[config.mk]
export PLATFORM = sky130hd
export DESIGN_NAME = custom_ahb_busmatrix_decoder
export DESIGN_NICKNAME = d
export VERILOG_FILES = /design/src/rtl/custom_ahb_busmatrix_decoder.sv
export SDC_FILE = /design/constraint.sdc
export NUM_CORES = 1
export LEC_CHECK = 0
export CAP_MARGIN = 10
export CORE_MARGIN = 5
export CORE_UTILIZATION = 26
export DETAILED_ROUTE_END_ITERATION = 16
export PLACE_DENSITY = 0.89
export SYNTH_ARGS = -nofsm -noshare
export SYNTH_HDL_FRONTEND = slang
export SYNTH_SLANG_ARGS = --single-unit
[constraint.sdc]
create_clock -name HCLK -period 2.8 [get_ports HCLK]
set_clock_uncertainty 0.15 [all_clocks]
set_input_delay 0.7 -clock HCLK [delete_from_list [all_inputs] [get_ports HCLK]]
set_output_delay 0.7 -clock HCLK [all_outputs]
set_load 0.02 [all_outputs]
[src/rtl/custom_ahb_busmatrix_decoder.sv]
// Output-side address decoder for one bus-matrix master port.
// Decodes the address phase into one-hot slave selects, or the default slave
// on no hit. Registers the data-phase owner and muxes the owner's response
// back upstream.
// Optional feature macro: DECODER_REMAP_EN adds a REMAP input. When REMAP is 1,
// the slave 0 and slave 1 targets swap.
module custom_ahb_busmatrix_decoder #(
  parameter logic [31:0] S0_BASE = 32'h0000_0000,
  parameter logic [31:0] S0_MASK = 32'hF000_0000,
  parameter logic [31:0] S1_BASE = 32'h2000_0000,
  parameter logic [31:0] S1_MASK = 32'hF000_0000,
  parameter logic [31:0] S2_BASE = 32'h4000_0000,
  parameter logic [31:0] S2_MASK = 32'hF000_0000
) (
  input  logic        HCLK,
  input  logic        HRESETn,
  input  logic        HSELD,
  input  logic [31:0] HADDRD,
  input  logic [1:0]  HTRANSD,
  input  logic        HREADY,
`ifdef DECODER_REMAP_EN
  input  logic        REMAP,
`endif
  output logic [2:0]  HSELM,
  output logic        HSELDEF,
  input  logic [2:0]  HREADYOUTM,
  input  logic [5:0]  HRESPM,
  input  logic [95:0] HRDATAM,
  input  logic        HREADYOUTDEF,
  input  logic [1:0]  HRESPDEF,
  output logic        HREADYOUTD,
  output logic [1:0]  HRESPD,
  output logic [31:0] HRDATAD
);

  localparam int unsigned NUM_SLV = 3;
  localparam int unsigned DW      = 32;

  logic [NUM_SLV-1:0] region_hit;
  logic [NUM_SLV-1:0] prio_sel;
  logic [NUM_SLV-1:0] tgt_sel;
  logic               remap_on;
  logic [NUM_SLV:0]   dsel;

  // Transfer type is forwarded to the slaves elsewhere; not needed for decode.
  logic unused_htrans;
  assign unused_htrans = ^HTRANSD;

`ifdef DECODER_REMAP_EN
  assign remap_on = REMAP;
`else
  assign remap_on = 1'b0;
`endif

  // Address decode: region match, lowest-index priority, optional target swap.
  always_comb begin
    region_hit[0] = (HADDRD & S0_MASK) == S0_BASE;
    region_hit[1] = (HADDRD & S1_MASK) == S1_BASE;
    region_hit[2] = (HADDRD & S2_MASK) == S2_BASE;

    prio_sel = '0;
    if (region_hit[0])      prio_sel = 3'b001;
    else if (region_hit[1]) prio_sel = 3'b010;
    else if (region_hit[2]) prio_sel = 3'b100;

    tgt_sel = prio_sel;
    if (remap_on) tgt_sel = {prio_sel[2], prio_sel[0], prio_sel[1]};

    HSELM   = HSELD ? tgt_sel : '0;
    HSELDEF = HSELD & ~|region_hit;
  end

  // Data-phase owner: advances only when the address phase completes.
  always_ff @(posedge HCLK or negedge HRESETn) begin
    if (!HRESETn) begin
      dsel <= '0;
    end else if (HREADY) begin
      dsel <= {HSELDEF, HSELM};
    end
  end

  // Response mux from the current data-phase owner; an idle bus reports ready/OKAY.
  always_comb begin
    HREADYOUTD = 1'b1;
    HRESPD     = 2'b00;
    HRDATAD    = '0;
    if (dsel[NUM_SLV]) begin
      HREADYOUTD = HREADYOUTDEF;
      HRESPD     = HRESPDEF;
    end
    for (int n = 0; n < NUM_SLV; n++) begin
      if (dsel[n]) begin
        HREADYOUTD = HREADYOUTM[n];
        HRESPD     = HRESPM[2*n +: 2];
        HRDATAD    = HRDATAM[DW*n +: DW];
      end
    end
  end

endmodule

==> run metrics, run 1 <==
routed via count=between 1500 and 2000; first drt pass iteration count=4; Cells after Synth=186; I/O pin count=around 190; Max Clock Freq=~0.37 GHz; CTS-repair resized insts=40; met1 GRT Util=approximately 18%; normalized max-slew margin=between 60% and 70%; Int Power=between 0.0003 and 0.0004 W; Port Buffers=around 150; Warnings, synthesis=0; first-pass GRT wire length=around 9 mm; Syn Area/Cell=around 6.7 µm²; Regs by FF count=dsel x4; CTS H-tree lvls=1; commonest non-fill, non-tap cell in the layout=clkdlybuf4s50_1; initial antenna violation count=0; status=finished, final reports clean; Logic pwr share=around three fifths; HP Start=dsel[3]$_DFFE_PN0P_; critical-path maximum fanout=4; PwrDens=around 170 nW/µm²; Skew-Pair Late Insertion Delay=0.21 ns; final wirelength=between 5 and 6 mm; hold crit path type=reg2reg; met2 Usage GRT=between 30% and 40%; leakage dissipation=approximately 1.2 nW; busiest grt layer=met2; Via density=between 5 and 6; final core occ=between 60% and 70%; VDD IR max=0.000181 V; slew at the pin with the worst max-slew slack=0.544 ns; setup slack after layout=0.0613 ns; max-cap viol count=0; Starting DRT DRC Count=55; CTS Hold Bufs=0; postcts setup bufs=0; Clock Root Buffer=clkbuf_8; WP data arrival=~1.9 ns; # diodes=0; Die Height=roughly 79 µm; RSZ-0062 raised after global routing=no; endpoints failing hold=0; GR Overflow Total=0; CTS buffer count=3; clock period minus worst slack=between 2 and 3 ns; sequential power share=13.0%; clk slew on worst S/H paths=around 0.040 ns; largest net degree at the start of global routing=39; synthesized flop and latch total=4; Avg WL per Cell=about 15 µm; CP Launch Point=HADDRD[29]; Core Box Area=between 4000 and 5000 µm²; Reg with most FFs=dsel; number of flip-flops in the largest register=4; Switching Fraction=between 20% and 30%; layout overhead on the synthesized area=131%; final setup violation count=0; Mapped Area=1250 µm²; CTS tree=yes; Die Area=approximately 6300 µm²; DIE WIDTH=about 79 µm; register area share after synthesis=~8.0%; GR Layer Usage met3=4.99%; layout cell share with drive strength beyond 1=around 8%; Net Switching=about 0.00014 W; Final Net Count=between 400 and 500; critical path startpoint category=input port; Total GRT Usage=between 15 and 20%; dpl ws=-0.261 ns; final critical-path share of the clock period=around 98%; HPWL after DPL=around 4.7 mm; Req. time, crit path=1.95 ns; Synth area leaders=nand3b_1 (20%), nor2b_1 (19%), a31oi_1 (16%), nand2_1 (9.9%), dfrtp_1 (8.0%); Final Max Tran Viols=0; vias in the first global route=approximately 2000; # DRC=0; Final GP Congestion=roughly 0.72; Synthesized Nets=about 330; Synth top area share=between 20% and 30%; Crit Path Category=in2out; RR Startpoint=dsel[0]$_DFFE_PN0P_; final antenna-violating net count=0; Distinct cells, synth=25; Starting Density=26.6%; most frequent cells in the layout=clkdlybuf4s50_1 (115), nor2b_1 (37), dlygate4sd2_1 (36); # rows=25; Worst setup EP type=output pin; Longest Clk Path Bufs=2; Yosys top cell by area=nand3b_1; clock share of power=approximately a quarter; # clock sinks=4
final timing paths:
check / to / depth (start not counted) / slack [ns]
max reg2reg: dsel[0]$_DFFE_PN0P_ / 3 / 1.47
min: dsel[3]$_DFFE_PN0P_ / 2 / 0.40
max: HSELM[2] / 4 / 0.06
max in group asynchronous: dsel[1]$_DFFE_PN0P_ / 1 / 1.79
min reg2reg: dsel[3]$_DFFE_PN0P_ / 2 / 0.40
min in group asynchronous: dsel[3]$_DFFE_PN0P_ / 1 / 0.53
critical path, cell delays in order:
cell and delay [ns]:
clkdlybuf4s50_1 0.47, nor2_1 0.21, and3_1 0.17, dlygate4sd2_1 0.34
through the flow:
| step | setup TNS (ns) | instance area, µm² | std cells | total power, W | hold WS, ns |
|---|---|---|---|---|---|
| 6_report | 0 | 2880 | 393 | 0.000498 | 0.400 |
| 5_1_grt | 0 | 2880 | 393 | 0.000528 | 0.430 |
| 3_5_place_dp | -4.28 | 2880 | 389 | 0.000392 | 0.384 |
| 3_3_place_gp | -3.57 | 2880 | 389 | 0.000386 | 0.390 |
| 2_1_floorplan | 0 | 1250 | 186 | 0.000156 | 0.254 |
| 4_1_cts | 0 | 2880 | 393 | 0.000502 | 0.411 |
logic make-up after synthesis:
logic type / after synthesis / synth area share [%]
and+or+nand+nor: 115 / 56.6
buffers and inverters: 25 / 12.2
AOI/OAI and AO/OA: 42 / 23.1
DFF: 4 / 8.03
power groups by stage:
stage / Sequential, W / Clock, W / Combinational [W]
finish: 0.0000648 / 0.000127 / 0.000307
global placement: 0.0000654 / 0 / 0.000321
global route: 0.0000652 / 0.000136 / 0.000327
detailed placement: 0.0000655 / 0 / 0.000326
CTS: 0.0000648 / 0.000130 / 0.000308
floorplan: 0.0000627 / 0 / 0.0000930
final cells by class:
cell class              count  area (µm²)
clock buffers               4        45.0
fillers                   427        1810
inverters                   6        22.5
multi-input cells         157        1000
flip-flops and latches      4         101
well taps                  54        67.6
repair buffers            168        1640
cells in the mapped netlist:
master and n:
nor3b_2 2, nor2b_1 37, a31o_1 1, o31ai_1 1, a21oi_1 2, buf_4 6, nand4bb_1 2, nor2_1 2
a41o_1 2, a32oi_1 2, nand2_1 33, nor4b_2 1, a31oi_1 32, clkbuf_1 4, and3_1 2, buf_6 4
nand2b_1 1, inv_1 5, inv_2 1, buf_2 5, dfrtp_1 4, a211oi_1 1, o41ai_2 1, nand3b_1 34
and2_1 1
layer usage:
metal	part of all wire (%)	routed length, µm
met1	37	2160
met2	51	2930
met3	10	598
met4	1.8	102
met5	0	0
Power figures use the tool's default switching activity.
==> inputs of run 2 (changes only) <==
Settings changed: REMOVE_ABC_BUFFERS set to 1, SETUP_SLACK_MARGIN set to 0.4, SKIP_LAST_GASP set to 1.
==> run 2 against run 1 <==
Compared with the run above:
- critical path depth unchanged
- hold slack improved by 0.0091 ns
- die area did not move
- routed wire length rose by 5.9%
- via count down 0.40%
- clock power rose by 4%
- largest power group unchanged
==> run metrics, run 2 (synthesis results as in run 1) <==
Final GP Congestion=0.769 (+6.7%); CTS buffer count=3 (unchanged); max-cap viol count=0 (unchanged); Final Max Tran Viols=0 (unchanged); Multi-input gate area=1010 µm² (+1.0%); leakage dissipation=1.58 nW (+31%); Req. time, crit path=1.95 ns (about the same); layout cell share with drive strength beyond 1=20.0% (+12 points); Hold Path Stages=2 (unchanged); PwrDens=167 nW/µm² (-3.5%); number of flip-flops in the largest register=4 (unchanged); layout overhead on the synthesized area=130%; hold path endpoint=dsel[3]$_DFFE_PN0P_; DIE WIDTH=79.2 µm (unchanged); WP data arrival=1.53 ns (-0.36 ns); crit-path leading delay family=buffers and inverters; CTS H-tree lvls=1 (unchanged); Starting Density=26.6% (unchanged); largest net degree at the start of global routing=37 (-5.1%); Port Buffers=154 (unchanged); Final Net Count=487 (+0.21%); crit-path cells=clkdlybuf4s50_1 > nor2b_1 > a31oi_1 > buf_4; critical path's slowest cell=clkdlybuf4s50_1; CTS tree=yes; post-route setup TNS=0 ns (unchanged); Die Area=6280 µm² (unchanged); hold crit path type=reg2reg; Worst path max stage delay=0.46 ns (about the same); final critical-path share of the clock period=84.8% (-13 points); RSZ-0062 raised after global routing=no; final antenna-violating net count=0 (unchanged); # diodes=0 (unchanged); CP Launch Point=HRDATAM[81]; Reg with most FFs=dsel; status=finished, final reports clean; Regs by FF count=dsel x4; first-pass GRT wire length=8.93 mm (-0.53%); CTS Hold Bufs=0 (unchanged); Core Box Area=4690 µm² (unchanged); GR Overflow Total=0 (unchanged); vias in the first global route=1964 (-2.0%); final setup violation count=0 (unchanged); Max Clock Freq=0.421 GHz (+15%); setup slack, reg-to-reg=1.66 ns (+0.19 ns); slew at the pin with the worst max-slew slack=0.353 ns (-0.191 ns); Filler cells=452 (+5.9%); WHS=0.409 ns (+0.00906 ns); RR Startpoint=dsel[1]$_DFFE_PN0P_; VDD IR max=0.000197 V (+9.2%); # DRC=0 (unchanged); critical-path maximum fanout=1 (-3); # rows=25 (unchanged); endpoints failing hold=0 (unchanged); final wirelength=6.13 mm (+5.9%); Total GRT Usage=17.4% (+0.14 points); reg2reg end=dsel[1]$_DFFE_PN0P_; CP bufs+invs=2 (unchanged); Clock Root Buffer=clkbuf_8; HP Start=dsel[3]$_DFFE_PN0P_; initial antenna violation count=0 (unchanged); Skew-Pair Late Insertion Delay=0.22 ns (about the same); Starting DRT DRC Count=118 (+110%); normalized max-slew margin=76.5% (+13 points); final core occ=61.1% (-0.21 points); # clock sinks=4 (unchanged); Die Height=79.2 µm (unchanged); Via density=4.99 (-0.66%); clk slew on worst S/H paths=0.03 ns (about the same); most frequent cells in the layout=dlygate4sd2_1 (53), buf_4 (46), dlymetal6s2s_1 (42); I/O pin count=185 (unchanged); routed via count=1968 (-0.40%); dpl ws=-0.254 ns (+0.00736 ns); Crit Path Category=in2out; Longest Clk Path Bufs=2 (unchanged); first drt pass iteration count=4 (unchanged); HPWL after DPL=4.60 mm (-3.0%); Avg WL per Cell=15.6 µm (+5.6%); setup slack after layout=0.425 ns (+0.363 ns); Worst setup EP type=output pin; commonest non-fill, non-tap cell in the layout=dlygate4sd2_1; FF-to-FF path depth=2 (-1); critical path startpoint category=input port; clock period minus worst slack=2.38 ns (-0.363 ns); Reg area=104 µm² (+2.5%)
run 2: cell types whose count changed in the layout (fill, tap and decap cells not counted), moves of 2 or more:
cell,previous run,this run
clkdlybuf4s50_1,115,19
dfrtp_1,3,1
dfrtp_2,1,3
dlymetal6s2s_1,0,42
dlygate4sd2_1,36,53
buf_12,4,2
clkbuf_2,3,0
buf_2,0,5
buf_4,10,46
run 2: final cells by class:
type	count	area share (%)
Sequential cell	4	3.62
Tap cell	54	2.36
Timing Repair Buffer	169	56.2
Clock buffer	4	1.57
Inverter	6	0.873
Multi-Input combinational cell	157	35.4
run 2: how the worst max path moves through the flow:
stage | cells past startpoint | slack (ns) | to
global route | 4 | 0.39 | HRDATAD[16]
CTS | 4 | 0.40 | HRDATAD[30]
floorplan | 2 | 0.05 | HREADYOUTD
global placement | 4 | -0.25 | HREADYOUTD
detailed placement | 4 | -0.25 | HSELM[1]
finish | 4 | 0.42 | HRDATAD[17]
run 2: repair_timing:
action,CTS,global route
pin swaps,39,29
cloned,0,0
endpoints found under the hold margin,0,0
setup endpoints to repair,39,35
buffers inserted,2,0
resized for setup,283,47
run 2: power by group:
group	leakage, nW	switching, W	total, W	internal, W
Sequential	0.0491	0.00000428	0.0000650	0.0000607
Combinational	1.51	0.000110	0.000282	0.000172
Clock	0.0228	0.0000346	0.000132	0.0000976
Total	1.58	0.000149	0.000479	0.000330
run 2: stage by stage:
step           total power [W]  std cells  cell area [µm²]
6_report              0.000479        394             2870
5_1_grt               0.000509        394             2870
4_1_cts               0.000490        394             2750
3_5_place_dp          0.000388        388             2850
3_3_place_gp          0.000384        388             2850
2_1_floorplan         0.000149        167             1120
run 2: layer usage:
metal	track usage (%)	up-vias	share of wire, %
li1	-	974	-
met5	0	-	0
met3	4.88	8	10
met2	33.1	92	52
met1	18.7	894	36
met4	4.47	0	1.4
run 2: worst reg2reg max path, stage by stage (launching register included):
cell,delay [ns]
dfrtp_2,0.48
nor2b_1,0.17
a41o_1,0.22
==> inputs of run 3 (changes only) <==
Settings changed: CORE_UTILIZATION 26 to 24, PLACE_DENSITY 0.89 to 0.83.
Clock period 2.8 ns to 2.31 ns, I/O delays scaled along.
==> run 3 against run 2 <==
Compared with the run above:
- design area down 0.17%
- routed wire length down 1.5%
- hold slack worse by 0.0057 ns
- sequential share of layout area down 0.081 points
- via count up 1.0%
- largest cell class unchanged
- largest power group unchanged
==> run metrics, run 3 (synthesis results as in run 1) <==
vias in the first global route=1988 (+1.2%); Net Switching=0.000174 W (+17%); sequential power share=13.4% (-0.2 points); final core occ=56.4% (-4.7 points); clock period minus worst slack=between 2 and 2.5 ns; critical path's slowest cell=dfrtp_2; final setup violation count=0 (unchanged); dpl ws=-0.474 ns (-0.220 ns); hold crit path type=in2async; Final Net Count=494 (+1.4%); Max Clock Freq=roughly 0.46 GHz; Core Box Area=5070 µm² (+8.2%); clk slew on worst S/H paths=0.03 ns (about the same); most frequent cells in the layout=dlygate4sd2_1 (98), buf_4 (53), nor2b_1 (37); Logic pwr share=59.3% (+0.5 points); Final Max Tran Viols=0 (unchanged); Reg area=101 µm² (-2.4%); Switching Fraction=30.5% (-0.53 points); RSZ-0062 raised after global routing=yes; Crit Path Category=reg2out; Skew-Pair Late Insertion Delay=0.21 ns (about the same); setup slack after layout=0.149 ns (-0.276 ns); layout cell share with drive strength beyond 1=23.6% (+3.6 points); CTS buffer count=3 (unchanged); first drt pass iteration count=4 (unchanged); setup slack, reg-to-reg=0.97 ns (-0.69 ns); Reg with most FFs=dsel; CTS H-tree lvls=1 (unchanged); routed via count=1988 (+1.0%); GR Overflow Total=0 (unchanged); Worst setup EP type=output pin; leakage dissipation=1.32 nW (-16%); RR Startpoint=dsel[1]$_DFFE_PN0P_; Port Buffers=154 (unchanged); Regs by FF count=dsel x4; Longest Clk Path Bufs=2 (unchanged); Final GP Congestion=0.749 (-2.7%); critical path startpoint category=register; Total GRT Usage=16.7% (-0.76 points); # rows=26 (+4.0%); final critical-path share of the clock period=93.5%; Int Power=0.000397 W (+20%); PwrDens=200 nW/µm² (+19%); layout overhead on the synthesized area=130%; # DRC=0 (unchanged); normalized max-slew margin=81.3% (+4.8 points); DIE WIDTH=82.1 µm (+3.6%); # diodes=0 (unchanged); final antenna-violating net count=0 (unchanged); final wirelength=6.04 mm (-1.5%); status=finished, final reports clean; commonest non-fill, non-tap cell in the layout=dlygate4sd2_1; FF-to-FF path depth=3 (+1); Multi-input gate area=1030 µm² (+1.6%); Starting Density=24.6% (-2.0 points); # clock sinks=4 (unchanged); number of flip-flops in the largest register=4 (unchanged); largest net degree at the start of global routing=51 (+38%); Tot Pwr=0.000572 W (+19%); slew at the pin with the worst max-slew slack=0.281 ns (-0.0722 ns); crit-path cells=bufbuf_16 > nand3b_1 > a31oi_1 > buf_4; critical-path maximum fanout=12 (+11); Avg WL per Cell=14.5 µm (-6.9%); WP data arrival=1.43 ns (-0.10 ns); initial antenna violation count=1 (+1); HPWL after DPL=4.81 mm (+4.6%); clock share of power=27.3% (-0.3 points); endpoints failing hold=0 (unchanged); max-cap viol count=0 (unchanged); reg2reg end=dsel[1]$_DFFE_PN0P_; VDD IR max=0.000179 V (-9.3%); Via density=4.77 (-4.6%); I/O pin count=185 (unchanged); Die Area=6730 µm² (+7.3%); Filler cells=546 (+21%); CTS tree=yes; Clock Root Buffer=clkbuf_8; Die Height=82.1 µm (+3.6%); Starting DRT DRC Count=51 (-57%); Worst path max stage delay=0.44 ns (-0.02 ns); first-pass GRT wire length=8.96 mm (+0.31%); Req. time, crit path=1.58 ns (-0.37 ns)
[run 3: cell count changes in the layout (fill, tap and decap cells not counted), sizes merged]
cell           change
buf               +11
clkdlybuf4s50      -7
dlygate4sd2       +45
bufbuf             +1
dlymetal6s2s      -42
clkdlybuf4s15      -1
[run 3: critical path, delay by kind of cell (launching register included)]
family          cells  cell delay [ns]
buf+inv             2             0.45
flops               1             0.44
compound gates      1             0.17
simple gates        1             0.15
[run 3: power by group through the flow]
stage                     Combinational, W  Sequential [W]  Clock [W]
after detailed placement          0.000402       0.0000771          0
after floorplan                  0.0000958       0.0000843          0
final                             0.000339       0.0000765   0.000156
after CTS                         0.000335       0.0000765   0.000160
after global routing              0.000365       0.0000770   0.000168
after global placement            0.000397       0.0000771          0
[run 3: stage by stage]
stage | instances | area (µm²) | setup TNS (ns) | hold slack [ns]
6_report | 417 | 2860 | 0 | 0.403
2_1_floorplan | 167 | 1120 | -5.09 | 0.132
3_5_place_dp | 409 | 2930 | -13.66 | 0.458
5_1_grt | 417 | 2860 | 0 | 0.410
3_3_place_gp | 409 | 2930 | -13.18 | 0.456
4_1_cts | 416 | 2810 | 0 | 0.406
[run 3: worst max-delay path by stage]
stage,from,to,slack (ns),cells after the start
2_1_floorplan,dsel[1]$_DFFE_PN0P_,HREADYOUTD,-0.32,2
3_3_place_gp,HREADYOUTDEF,HREADYOUTD,-0.47,4
3_5_place_dp,HSELD,HSELM[1],-0.47,4
4_1_cts,dsel[1]$_DFFE_PN0P_,HREADYOUTD,0.12,4
5_1_grt,dsel[1]$_DFFE_PN0P_,HREADYOUTD,0.06,4
6_report,dsel[1]$_DFFE_PN0P_,HRDATAD[7],0.15,4
[run 3: area by class of cell]
| type | instances | share of cell area [%] |
|---|---|---|
| sequential | 4 | 3.54 |
| clock buffer | 4 | 1.57 |
| inverter | 6 | 0.962 |
| tap | 70 | 3.06 |
| timing repair buffer | 176 | 54.9 |
| multi-input combinational | 157 | 36.0 |
[run 3: routing by layer]
metal	up-vias	routed length (µm)	GRT usage (%)
met2	85	3070	32.0
met5	-	7	0
li1	989	-	-
met4	2	70	4.49
met1	902	2180	17.1
met3	10	713	5.26
[run 3: timing repair]
| item | 4_1_cts | 5_1_grt |
|---|---|---|
| endpoints found under the hold margin | 0 | 0 |
| gates resized for setup | 356 | 11 |
| setup buffers | 2 | 1 |
| pin swaps | 58 | 12 |
| gates cloned | 1 | 0 |
| hold buffers | 0 | 0 |
| endpoints found under the setup margin | 39 | 39 |
